===== config.mk =====
export PLATFORM = sky130hd
export DESIGN_NAME = keypad_scanner_flat
export DESIGN_NICKNAME = d
export VERILOG_FILES = /design/src/rtl/keypad_scanner_pkg.sv /design/src/rtl/keypad_scanner_if.sv /design/src/rtl/keypad_scanner_row_sync.sv /design/src/rtl/keypad_scanner.sv /design/src/flat_wrapper.sv
export SDC_FILE = /design/constraint.sdc
export NUM_CORES = 1
export LEC_CHECK = 0
export BUFFER_PORTS_ARGS = -buffer_cell sky130_fd_sc_hd__buf_2
export CAP_MARGIN = 40
export CORE_UTILIZATION = 56
export CTS_CLUSTER_DIAMETER = 120
export DETAILED_ROUTE_END_ITERATION = 10
export PLACE_DENSITY = 0.82
export SYNTH_ARGS = -nofsm -noshare
export SYNTH_HDL_FRONTEND = slang
export SYNTH_SLANG_ARGS = --single-unit

===== constraint.sdc =====
create_clock -name clk -period 2.9 [get_ports clk]
set_clock_uncertainty 0.2 [all_clocks]
set_input_delay 0.29 -clock clk [delete_from_list [all_inputs] [get_ports clk]]
set_output_delay 0.29 -clock clk [all_outputs]
set_load 0.03 [all_outputs]

===== src/rtl/keypad_scanner_pkg.sv =====
// Shared types and constants for the 4x4 matrix keypad scanner.
package keypad_pkg;

  typedef enum logic [1:0] {
    SCAN,
    DEBOUNCE,
    HELD
  } state_t;

  localparam int NCOL = 4;
  localparam int NROW = 4;
  localparam logic [3:0] COL_IDLE = 4'b1111;

  // Index of the lowest-numbered row that reads low (rows are active-low).
  function automatic logic [1:0] lowest_low(input logic [NROW-1:0] rows);
    logic [1:0] idx;
    idx = '0;
    for (int i = NROW - 1; i >= 0; i--) begin
      if (!rows[i]) idx = 2'(i);
    end
    return idx;
  endfunction

  // One-hot active-low column drive pattern for a column index.
  function automatic logic [NCOL-1:0] col_drive(input logic [1:0] idx);
    return ~(4'b0001 << idx);
  endfunction

endpackage


===== src/rtl/keypad_scanner_if.sv =====
// Keypad-side and key-report signals of the scanner, bundled together.
interface keypad_scanner_if;
  import keypad_pkg::*;

  logic [NROW-1:0] row;
  logic [NCOL-1:0] col;
  logic [3:0]      key;
  logic            key_valid;
  logic            key_held;

  modport master (
    input  row,
    output col,
    output key,
    output key_valid,
    output key_held
  );

  modport slave (
    output row,
    input  col,
    input  key,
    input  key_valid,
    input  key_held
  );

endinterface


===== src/rtl/keypad_scanner_row_sync.sv =====
// Two-flop synchroniser for the asynchronous keypad rows; idles all-high.
module row_sync
  import keypad_pkg::*;
(
  input  logic            clk,
  input  logic            reset,
  input  logic [NROW-1:0] row,
  output logic [NROW-1:0] rs
);

  logic [NROW-1:0] meta;

  // Two register stages; reset to "no key" so nothing is seen as pressed.
  always_ff @(posedge clk or negedge reset) begin
    if (!reset) begin
      meta <= '1;
      rs   <= '1;
    end else begin
      meta <= row;
      rs   <= meta;
    end
  end

endmodule


===== src/rtl/keypad_scanner.sv =====
// 4x4 matrix keypad scanner: walks the columns, debounces press and release,
// and reports each accepted key once with a single-cycle valid pulse.
// The reset input is asynchronous and active-low.
module keypad_scanner
  import keypad_pkg::*;
#(
  parameter int SCAN_DIV     = 4,
  parameter int DEBOUNCE_CNT = 3
) (
  input  logic clk,
  input  logic reset,
  keypad_scanner_if.master kp
);

  localparam int DW = $clog2(SCAN_DIV);
  localparam int CW = $clog2(DEBOUNCE_CNT + 1);
  localparam int IW = $clog2(NCOL);
  localparam logic [DW-1:0] DWELL_LAST = DW'(SCAN_DIV - 1);
  localparam logic [CW-1:0] CNT_DONE   = CW'(DEBOUNCE_CNT);

  logic [NROW-1:0] rs;

  state_t          state, state_next;
  logic [DW-1:0]   dwell;
  logic [IW-1:0]   col_idx, col_idx_next;
  logic [1:0]      cand_row, cand_row_next;
  logic [IW-1:0]   cand_col, cand_col_next;
  logic [CW-1:0]   match_cnt, match_next;
  logic [CW-1:0]   rel_cnt, rel_next;
  logic [NCOL-1:0] col_q, col_next;
  logic [3:0]      key_q, key_next;
  logic            valid_q, valid_next;
  logic            held_q, held_next;
  logic            sample;

  row_sync u_row_sync (
    .clk   (clk),
    .reset (reset),
    .row   (kp.row),
    .rs    (rs)
  );

  assign sample = (dwell == DWELL_LAST);

  // Free-running dwell counter; rows are sampled on its last count so the
  // freshly driven column has settled through the synchroniser.
  always_ff @(posedge clk or negedge reset) begin
    if (!reset) dwell <= '0;
    else if (sample) dwell <= '0;
    else dwell <= dwell + DW'(1);
  end

  // Next-state logic for scan, debounce and held phases plus the key report.
  always_comb begin
    state_next    = state;
    col_idx_next  = col_idx;
    cand_row_next = cand_row;
    cand_col_next = cand_col;
    match_next    = match_cnt;
    rel_next      = rel_cnt;
    key_next      = key_q;
    valid_next    = 1'b0;
    held_next     = held_q;

    case (state)
      SCAN: begin
        if (sample) begin
          if (rs == COL_IDLE) begin
            col_idx_next = col_idx + IW'(1);
          end else begin
            cand_row_next = lowest_low(rs);
            cand_col_next = col_idx;
            if (DEBOUNCE_CNT == 1) begin
              key_next   = {lowest_low(rs), col_idx};
              valid_next = 1'b1;
              held_next  = 1'b1;
              rel_next   = '0;
              match_next = '0;
              state_next = HELD;
            end else begin
              match_next = CW'(1);
              state_next = DEBOUNCE;
            end
          end
        end
      end

      DEBOUNCE: begin
        if (sample) begin
          if (!rs[cand_row]) begin
            if (match_cnt + CW'(1) == CNT_DONE) begin
              key_next   = {cand_row, cand_col};
              valid_next = 1'b1;
              held_next  = 1'b1;
              rel_next   = '0;
              match_next = '0;
              state_next = HELD;
            end else begin
              match_next = match_cnt + CW'(1);
            end
          end else begin
            match_next   = '0;
            col_idx_next = col_idx + IW'(1);
            state_next   = SCAN;
          end
        end
      end

      HELD: begin
        if (sample) begin
          if (rs == COL_IDLE) begin
            if (rel_cnt + CW'(1) == CNT_DONE) begin
              held_next    = 1'b0;
              rel_next     = '0;
              col_idx_next = col_idx + IW'(1);
              state_next   = SCAN;
            end else begin
              rel_next = rel_cnt + CW'(1);
            end
          end else begin
            rel_next = '0;
          end
        end
      end

      default: begin
        state_next = SCAN;
      end
    endcase

    col_next = col_drive(col_idx_next);
  end

  // State, counters and registered outputs.
  always_ff @(posedge clk or negedge reset) begin
    if (!reset) begin
      state     <= SCAN;
      col_idx   <= '0;
      cand_row  <= '0;
      cand_col  <= '0;
      match_cnt <= '0;
      rel_cnt   <= '0;
      col_q     <= 4'b1110;
      key_q     <= 4'h0;
      valid_q   <= 1'b0;
      held_q    <= 1'b0;
    end else begin
      state     <= state_next;
      col_idx   <= col_idx_next;
      cand_row  <= cand_row_next;
      cand_col  <= cand_col_next;
      match_cnt <= match_next;
      rel_cnt   <= rel_next;
      col_q     <= col_next;
      key_q     <= key_next;
      valid_q   <= valid_next;
      held_q    <= held_next;
    end
  end

  assign kp.col       = col_q;
  assign kp.key       = key_q;
  assign kp.key_valid = valid_q;
  assign kp.key_held  = held_q;

endmodule


===== src/flat_wrapper.sv =====
// flat-port wrapper written by rule: the top's interface ports become plain ports
module keypad_scanner_flat import keypad_pkg::*;
#(
  parameter int SCAN_DIV     = 4,
  parameter int DEBOUNCE_CNT = 3
)
  (clk, reset, kp_row, kp_col, kp_key, kp_key_valid, kp_key_held);
  keypad_scanner_if kp_i ();
  input  logic clk;
  input  logic reset;
  input wire logic [$bits(kp_i.row)-1:0] kp_row;
  output wire logic [$bits(kp_i.col)-1:0] kp_col;
  output wire logic [$bits(kp_i.key)-1:0] kp_key;
  output wire logic [$bits(kp_i.key_valid)-1:0] kp_key_valid;
  output wire logic [$bits(kp_i.key_held)-1:0] kp_key_held;
  assign kp_i.row = kp_row;
  assign kp_col = kp_i.col;
  assign kp_key = kp_i.key;
  assign kp_key_valid = kp_i.key_valid;
  assign kp_key_held = kp_i.key_held;
  keypad_scanner #(.SCAN_DIV(SCAN_DIV), .DEBOUNCE_CNT(DEBOUNCE_CNT)) u_core (.clk(clk), .reset(reset), .kp(kp_i));
endmodule

# [Word level (Yosys, flattened, before mapping)]
# Cells that the tools add are included.
[op_classes] n_addsub=4 order_cmp=1 eq_ne=15 shift=1 n_mux=46 bitwise=3 n_reduce_logical=9
[ops] op="2-bit two-way mux" count=29
[ops] op="7-bit AND reduction" count=2
[ops] op="2-bit by 1-bit inequality test with 1-bit output (second input constant)" count=6
[ops] op="2-bit one-hot mux with 3 select lines" count=2
[ops] op="1-bit two-way mux" count=11
[ops] op="2-bit by 1-bit adder with 2-bit output (second input constant)" count=4
[ops] op="2-bit == test (second input constant)" count=4
[ops] op="2-bit one-hot mux with 2 select lines" count=2
[ops] op="4-bit AND reduction" count=2
[ops] op="5-bit AND reduction" count=1
[ops] op="4-bit == test (second input constant)" count=1
[ops] op="2-bit inequality test (second input constant)" count=2
[ops] op="4-bit inverter" count=1
[ops] op="2-bit nonzero test" count=2
[ops] op="1-bit by 2-bit left shift with 4-bit output (first input constant)" count=1
[ops] op="2-bit by 3-bit < comparator with 1-bit output (second input constant)" count=1
[ops] op="3-bit by 1-bit inequality test with 1-bit output (second input constant)" count=1
[ops] op="3-bit AND reduction" count=1
[ops] op="1-bit binary-select mux with 2-bit select" count=1
[ops] op="2-bit by 1-bit == test with 1-bit output (second input constant)" count=1
[ops] op="2-bit zero test" count=1
[ops] op="1-bit inverter" count=2
[ops] op="1-bit one-hot mux with 2 select lines" count=1
[word_totals] ff_bits=32 out_inout_bits=10

# [Longest topological paths before layout]
# Gate-level depths: netlist (run 1).
[depth] ltp_word=8 depth_mapped=8

# [Cells and area by module]
# A second synthesis (run 1) with hierarchy kept.
[unflattened] cells_unflattened=116 area_unflattened_um2=1392.6
[by_module_without_submodules] module="keypad_scanner" n_inst=1 cells_per_inst=108 area_each_um2=1182.4
[by_module_without_submodules] module="row_sync" n_inst=1 cells_per_inst=8 area_each_um2=210.2

# [Least setup slack after synthesis (run 1)]
# OpenSTA, ideal clock, no wires.
[synth_timing] path_kind="reg2reg" startpoint="register u_core.state[0]" endpoint="register u_core.col_q[0] (netlist: u_core.kp.col[0])" setup_ps=126 arrival_time_ps=1765 required_time_ps=2574 slack_ps=809 stages_incl_launch_ff=9 path_buffers=1 period_less_slack_ps=2091 cell_sequence="dfrtp_1 inv_1 ha_1 clkbuf_1 nor3_1 o22ai_1 or4_1 a32oi_2 nand2_1"
[synth_between] elab_chain_cells=4 elab_cells_between_ends=6 classes_between="eq/ne (2); shift (1); mux (1); bitwise (1); reduce/logical (1)"
[synth_rtl] element="start: declaration" line="keypad_scanner.sv:23" text="state_t state, state_next;"
[synth_rtl] element="start signal: assignment" line="keypad_scanner.sv:148" text="state <= state_next;"
[synth_rtl] element="2-bit == test (tied with other cells)" line="keypad_scanner.sv:65" text="case (state)"
[synth_rtl] element="2-bit one-hot mux with 3 select lines *" line="keypad_scanner.sv:65"
[synth_rtl] element="1-bit by 2-bit left shift with 4-bit output *" line="keypad_scanner_pkg.sv:26" text="return ~(4'b0001 << idx);"
[synth_rtl] element="4-bit inverter *" line="keypad_scanner_pkg.sv:26"
[synth_rtl] element="named net u_core.col_next[0]" line="keypad_scanner.sv:30" text="logic [NCOL-1:0] col_q, col_next;"
[synth_rtl] element="end signal: assignment" line="keypad_scanner.sv:154" text="col_q <= col_next;"
[synth_rtl] element="end: declaration" line="keypad_scanner.sv:30"
# The timed path passes the listed nets; every way through them passes the cells marked *.
# A chain may end at the register's enable or synchronous reset.

# [Worst setup path after layout (run 1)]
[layout_timing] startpoint="register u_core.state[0]" endpoint="register u_core.col_q[2] (netlist: u_core.kp.col[2])"
# Same word-level chain as after synthesis.

==> results.json, run 1 <==
{
  "fillCellCount": 162,
  "timing.setup.critical_path_class": "flop to flop",
  "placed_cell_area_sq_mm": 0.00151,
  "cts.sinks": 32,
  "synthDominantAreaCellType": "sky130_fd_sc_hd__dfrtp_1",
  "postSynthRegisterBits": 32,
  "grt_start_max_net_pins": 33,
  "status": "finished, final reports clean",
  "synth_top_area_share_pct": 37.4,
  "crit_required_ns": 2.98,
  "synth_async_sr_flop_share_pct": 100,
  "gpl.final_weighted_congestion": 0.923,
  "finalCritPeriodShare_pct": 79.4,
  "syn-mean-instance-area_sq_um": 12.1,
  "io_buffer_count": 15,
  "grt_setup_unrepaired": "no",
  "die_h_um": 52.1,
  "critical_path.max_fanout": 9,
  "clock.fmax_mhz": 434,
  "tritoncts.num_buffers": 5,
  "clock_tree_from_tritoncts": "done",
  "multiInputGateArea_sq_um": 551,
  "synth.net_count": 127,
  "final_cell_area_sq_mm": 0.00161,
  "p_total_mw": 1.34,
  "number_of_h_tree_levels": 2,
  "cts_setup_buffers": 0,
  "ios": 16,
  "syn-instance-count": 116,
  "reg2reg_slack_ns": 0.60,
  "final_wirelength_mm": 2.41,
  "fp.dieW_um": 52.1,
  "area_growth_pct": 14.1,
  "power.leakage_nw": 0.731,
  "max_cap_violations": 0,
  "antennaDiodeCount": 0,
  "seq_area_sq_um": 815,
  "synth_cell_types": 39,
  "initial_core_util_pct": 61.2,
  "postLayoutCoreUtil_pct": 69.9,
  "final_global_route_overflow_total": 0,
  "most_repeated_cell_in_the_gate_level_netlist_after_synthesis": "sky130_fd_sc_hd__dfrtp_1",
  "post_synth_main_area_contributors": "sky130_fd_sc_hd__dfrtp_1 (37%), sky130_fd_sc_hd__dfstp_2 (21%), sky130_fd_sc_hd__mux2_2 (7.2%)",
  "grt_antenna_before_repair": 0,
  "critical_path_arrival_ns": 2.38,
  "synth_ff_type": "sky130_fd_sc_hd__dfrtp_1",
  "timing.final.max_slew_violations": 0,
  "cts.root.buffer_cell": "sky130_fd_sc_hd__clkbuf_4",
  "final_period_demand_of_the_worst_path_ns": 2.30,
  "placementRows": 17,
  "synth_seq_area_share_pct": 57.9,
  "report.final.hold_viol_count": 0,
  "design.core.area_sq_mm": 0.00230,
  "groute.usage.overall_pct": 22.8,
  "ant_nets": 0,
  "post-dp-hpwl_mm": 1.64,
  "synth_commonest_cells": "sky130_fd_sc_hd__dfrtp_1 (21), sky130_fd_sc_hd__dfstp_2 (11), sky130_fd_sc_hd__mux2_2 (9)",
  "critPathLaunchType": "flop",
  "mappedNetlistArea_sq_mm": 0.00141,
  "grt_pass1_vias": 915,
  "vias": 966,
  "report.final.setup_viol": 0,
  "synth_enable_flop_cells": 0,
  "clk_transition_reported_paths_ns": 0.10,
  "tightest_slew_ns": 0.656,
  "cellPowerDensity_mw_per_mm2": 834,
  "drt_drc_violations_left": 0,
  "fin_nets": 151,
  "drt_first_iter_violations": 25,
  "wire_length_of_the_first_global_routing_pass_mm": 4.15,
  "worst_ir_drop_vdd_v": 0.000618,
  "clk-insertion-delay-late_ns": 0.34,
  "timing.max_slew.rel_slack_pct": 56.2,
  "timing.critical_path.to_type": "flop",
  "bufs_on_longest_clock_path": 2,
  "die_area_sq_mm": 0.00272,
  "fraction_of_final_layout_cells_sized_beyond_drive_strength_1_pct": 31.9,
  "synth.yosys.warnings": 0,
  "min-delay-path-class": "flop to flop",
  "setup-tns-final_ns": 0,
  "routedWlPerCell_um": 14.2,
  "firstDrtPassIters": 4,
  "viasPerCell": 5.72
}
[timing repair]
item,in CTS,in global routing
hold buffers,5,0
resized for setup,0,0
endpoints found under the hold margin,25,0
[cells in the final DEF (no fill, tap or decap), types with 7 or more instances in the layout]
master,count
sky130_fd_sc_hd__dfstp_2,11
sky130_fd_sc_hd__o21ai_0,7
sky130_fd_sc_hd__nor2_1,7
sky130_fd_sc_hd__buf_2,15
sky130_fd_sc_hd__mux2_2,9
sky130_fd_sc_hd__nand2_1,7
sky130_fd_sc_hd__dfrtp_1,21
sky130_fd_sc_hd__inv_1,8
[routing by layer]
metal	global-route usage [%]	vias up	wire (um)
li1	-	466	-
met1	29.4	463	1060
met2	33.1	31	1170
met3	6.14	6	120
met4	15.8	0	57
met5	0	-	0
[metrics by stage]
stage	worst slack, ns	cells	hold slack (ns)
3_3_place_gp	0.741	156	0.145
2_1_floorplan	0.809	116	-0.206
6_report	0.598	169	0.150
5_1_grt	0.433	169	0.159
3_5_place_dp	0.685	156	0.149
4_1_cts	0.632	169	0.156
[worst max-delay path, stage by stage (launching register included)]
cell	delay, ns
sky130_fd_sc_hd__dfrtp_1	0.40
sky130_fd_sc_hd__inv_1	0.07
sky130_fd_sc_hd__ha_1	0.31
sky130_fd_sc_hd__nor3_1	0.27
sky130_fd_sc_hd__o22ai_1	0.12
sky130_fd_sc_hd__or4_1	0.44
sky130_fd_sc_hd__a32oi_2	0.26
sky130_fd_sc_hd__nand2b_1	0.15
[path summary, 6_finish.rpt]
kind | startpoint | to | cells after the start
max reg2reg | u_core.state[0] | u_core.kp.col[2] | 7
max in group asynchronous | reset | u_core.dwell[0] | 2
min | u_core.u_row_sync.meta[2] | u_core.u_row_sync.rs[2] | 0
max | u_core.state[0] | u_core.kp.col[2] | 7
min reg2reg | u_core.u_row_sync.meta[2] | u_core.u_row_sync.rs[2] | 0
min in group asynchronous | reset | u_core.kp.key_held | 2
[logic make-up (layout without fill, tap and decap cells)]
logic type      count (synthesis)  count (layout)  share of synthesized area (%)
buf+inv                        11              36                           2.94
simple gates                   35              35                           14.1
flops                          32              32                           57.9
compound gates                 23              23                           11.8
mux                            10              10                           8.81
fa+ha+maj                       5               5                           4.45
[layout make-up]
cell class | instances | share of cell area [%]
clock buffer | 7 | 2.81
clock inverter | 1 | 0.312
inverter | 8 | 1.87
multi-input combinational | 73 | 34.3
sequential | 32 | 50.7
tap | 28 | 2.18
timing repair buffer | 20 | 7.79
[power by group]
| part | leakage [nW] | internal, mW | switching (mW) | total (mW) |
|---|---|---|---|---|
| registers | 0.386 | 0.554 | 0.0678 | 0.621 |
| logic | 0.316 | 0.191 | 0.283 | 0.474 |
| clock network | 0.0293 | 0.0943 | 0.148 | 0.243 |
[state kept, by name, indices dropped and copies added, names as in the netlist]
name,cells
u_core.kp.key_valid,1
u_core.dwell,2
u_core.u_row_sync.meta,4
u_core.col_idx,2
u_core.kp.col,4
u_core.match_cnt,2
u_core.cand_col,2
u_core.rel_cnt,2
u_core.kp.key,4
u_core.kp.key_held,1
u_core.state,2
u_core.u_row_sync.rs,4
u_core.cand_row,2
(Power assumes the default switching activity.)
==> run 2: changes to the inputs <==
==> constraint.sdc (replaced) <==
create_clock -name clk -period 2.2 [get_ports clk]
set_clock_uncertainty 0.2 [all_clocks]
set_input_delay 0.22 -clock clk [delete_from_list [all_inputs] [get_ports clk]]
set_output_delay 0.22 -clock clk [all_outputs]
set_load 0.03 [all_outputs]
==> run 2 against run 1 <==
Compared with the run above: the flow now finishes with violations (setup timing); utilization up 6.4 points; sequential share of layout area down 4.2 points; count of clock-buffer cells in the layout unchanged; maximum frequency up 3.7%; register-to-register slack worse by 0.62 ns; worst setup slack worse by 0.62 ns; cell count up 5.3%; total power up 55%; sequential power up 33%; critical path depth down 2; largest power group is now combinational logic.
==> results.json, run 2 (synthesized netlist as in run 1, its figures left out) <==
{
  "min-delay-path-class": "flop to flop",
  "grt_setup_unrepaired": "yes",
  "clk_transition_reported_paths_ns": 0.09,
  "vias": 1082,
  "routedWlPerCell_um": 16.6,
  "final_period_demand_of_the_worst_path_ns": 2.22,
  "timing.final.ws_setup_ns": -0.0202,
  "die_h_um": 52.1,
  "timing.critical_path.from": "u_core.u_row_sync.rs[0]",
  "initial_core_util_pct": 61.2,
  "clock_tree_from_tritoncts": "done",
  "tightest_slew_ns": 0.644,
  "fp.dieW_um": 52.1,
  "critical_path_arrival_ns": 2.24,
  "fraction_of_final_layout_cells_sized_beyond_drive_strength_1_pct": 45.3,
  "timing.setup.critical_path_class": "flop to flop",
  "tritoncts.num_buffers": 5,
  "grt_antenna_before_repair": 0,
  "number_of_h_tree_levels": 2,
  "critPathLaunchType": "flop",
  "timing.max_slew.rel_slack_pct": 57.1,
  "critical_path.max_fanout": 5,
  "bufs_on_longest_clock_path": 2,
  "final_cells": 178,
  "final_wirelength_mm": 2.95,
  "report.final.hold_viol_count": 0,
  "violations": "setup timing",
  "die_area_sq_mm": 0.00272,
  "design.core.area_sq_mm": 0.00230,
  "cts.sinks": 32,
  "gpl.final_weighted_congestion": 0.899,
  "max_cap_violations": 0,
  "power.leakage_nw": 0.795,
  "worst_ir_drop_vdd_v": 0.00100,
  "io_buffer_count": 15,
  "final_global_route_overflow_total": 0,
  "cellPowerDensity_mw_per_mm2": 1180,
  "postLayoutCoreUtil_pct": 76.3,
  "drt_first_iter_violations": 37,
  "regToRegStartpoint": "u_core.u_row_sync.rs[0]",
  "status": "complete, but fails checks",
  "timing.critical_path.to_type": "flop",
  "groute.usage.overall_pct": 23.2,
  "finalCritPeriodShare_pct": 101,
  "firstDrtPassIters": 4,
  "antennaDiodeCount": 0,
  "cts.root.buffer_cell": "sky130_fd_sc_hd__clkbuf_4",
  "fin_worst_hold_slack_ns": 0.160,
  "ant_nets": 0,
  "area_growth_pct": 24.6,
  "post-dp-hpwl_mm": 1.84,
  "grt_start_max_net_pins": 33,
  "fin_nets": 160,
  "fillCellCount": 139,
  "report.final.setup_viol": 1,
  "layout.cells.most_common_list": "sky130_fd_sc_hd__dfrtp_1 (21), sky130_fd_sc_hd__buf_2 (15), sky130_fd_sc_hd__dfstp_2 (11)",
  "drt_drc_violations_left": 0,
  "placementRows": 17,
  "clock.fmax_mhz": 450,
  "viasPerCell": 6.08,
  "timing.final.max_slew_violations": 0,
  "wire_length_of_the_first_global_routing_pass_mm": 4.31,
  "clk-insertion-delay-late_ns": 0.32,
  "grt_pass1_vias": 999,
  "numPlacedInstances": 160,
  "crit_required_ns": 2.22,
  "hold_start": "u_core.u_row_sync.meta[0]",
  "worst_hold_path.num_cells": 0,
  "setup-tns-final_ns": -0.0202,
  "most_common_library_cell_in_the_layout_ignoring_fill_and_taps": "sky130_fd_sc_hd__dfrtp_1",
  "ios": 16,
  "reg2regPathDepth": 5
}
run 2: cell types whose count changed in the layout (fill, tap and decap cells not counted), sizes merged:
cell      previous run  this run
buf                 15        24
clkinv               1         0
clkinvlp             0         1
run 2: per-layer routing:
layer / track usage [%] / vias up / routed length, um / share of wire, %
met3: 9.65 / 7 / 175 / 5.9
met1: 27.6 / 539 / 1170 / 40
met2: 36.5 / 54 / 1550 / 53
met5: 0 / - / 0 / 0
li1: - / 482 / - / -
met4: 10.4 / 0 / 52 / 1.8
run 2: path summary, 6_finish.rpt:
kind                       slack (ns)                      end
min in group asynchronous        0.24       u_core.kp.key_held
hold reg to reg                  0.16  u_core.u_row_sync.rs[0]
max in group asynchronous        1.14        u_core.col_idx[1]
setup / recovery                -0.02          u_core.state[0]
setup reg to reg                -0.02          u_core.state[0]
hold / removal                   0.16  u_core.u_row_sync.rs[0]
run 2: power breakdown:
group / switching (mW) / leakage (nW) / internal, mW
clock network: 0.189 / 0.0315 / 0.156
logic: 0.494 / 0.377 / 0.407
registers: 0.0960 / 0.386 / 0.730
total: 0.779 / 0.795 / 1.29
run 2: area by class of cell:
cell class	instances	area (sq um)	share of cell area (%)
Inverter	8	30.0	1.71
Clock inverter	1	7.51	0.429
Multi-Input combinational cell	73	617	35.2
Sequential cell	32	815	46.5
Timing Repair Buffer	29	193	11.0
Clock buffer	7	55.1	3.14
Tap cell	28	35.0	2.00
run 2: repair_timing:
item,CTS,global route
setup endpoints to repair,5,13
hold buffers,5,0
resized for setup,1,16
pin swaps,1,3
setup buffers,0,5
endpoints found under the hold margin,25,0
run 2: metrics by stage:
step	power, mW	instance area, sq um	worst slack (ns)
after floorplan	1.29	1410	0.109
after global placement	1.46	1540	0.0809
after detailed placement	1.51	1540	-0.0308
after CTS	1.87	1650	0.0149
after global routing	2.18	1750	-0.0870
final	2.07	1750	-0.0202
run 2: critical path, stage by stage, from the launching register on:
cell and delay [ns]:
sky130_fd_sc_hd__dfstp_2 0.57, sky130_fd_sc_hd__nand4_1 0.26, sky130_fd_sc_hd__nor4_2 0.35, sky130_fd_sc_hd__a311oi_2 0.12
sky130_fd_sc_hd__a21oi_1 0.24, sky130_fd_sc_hd__mux2_2 0.37
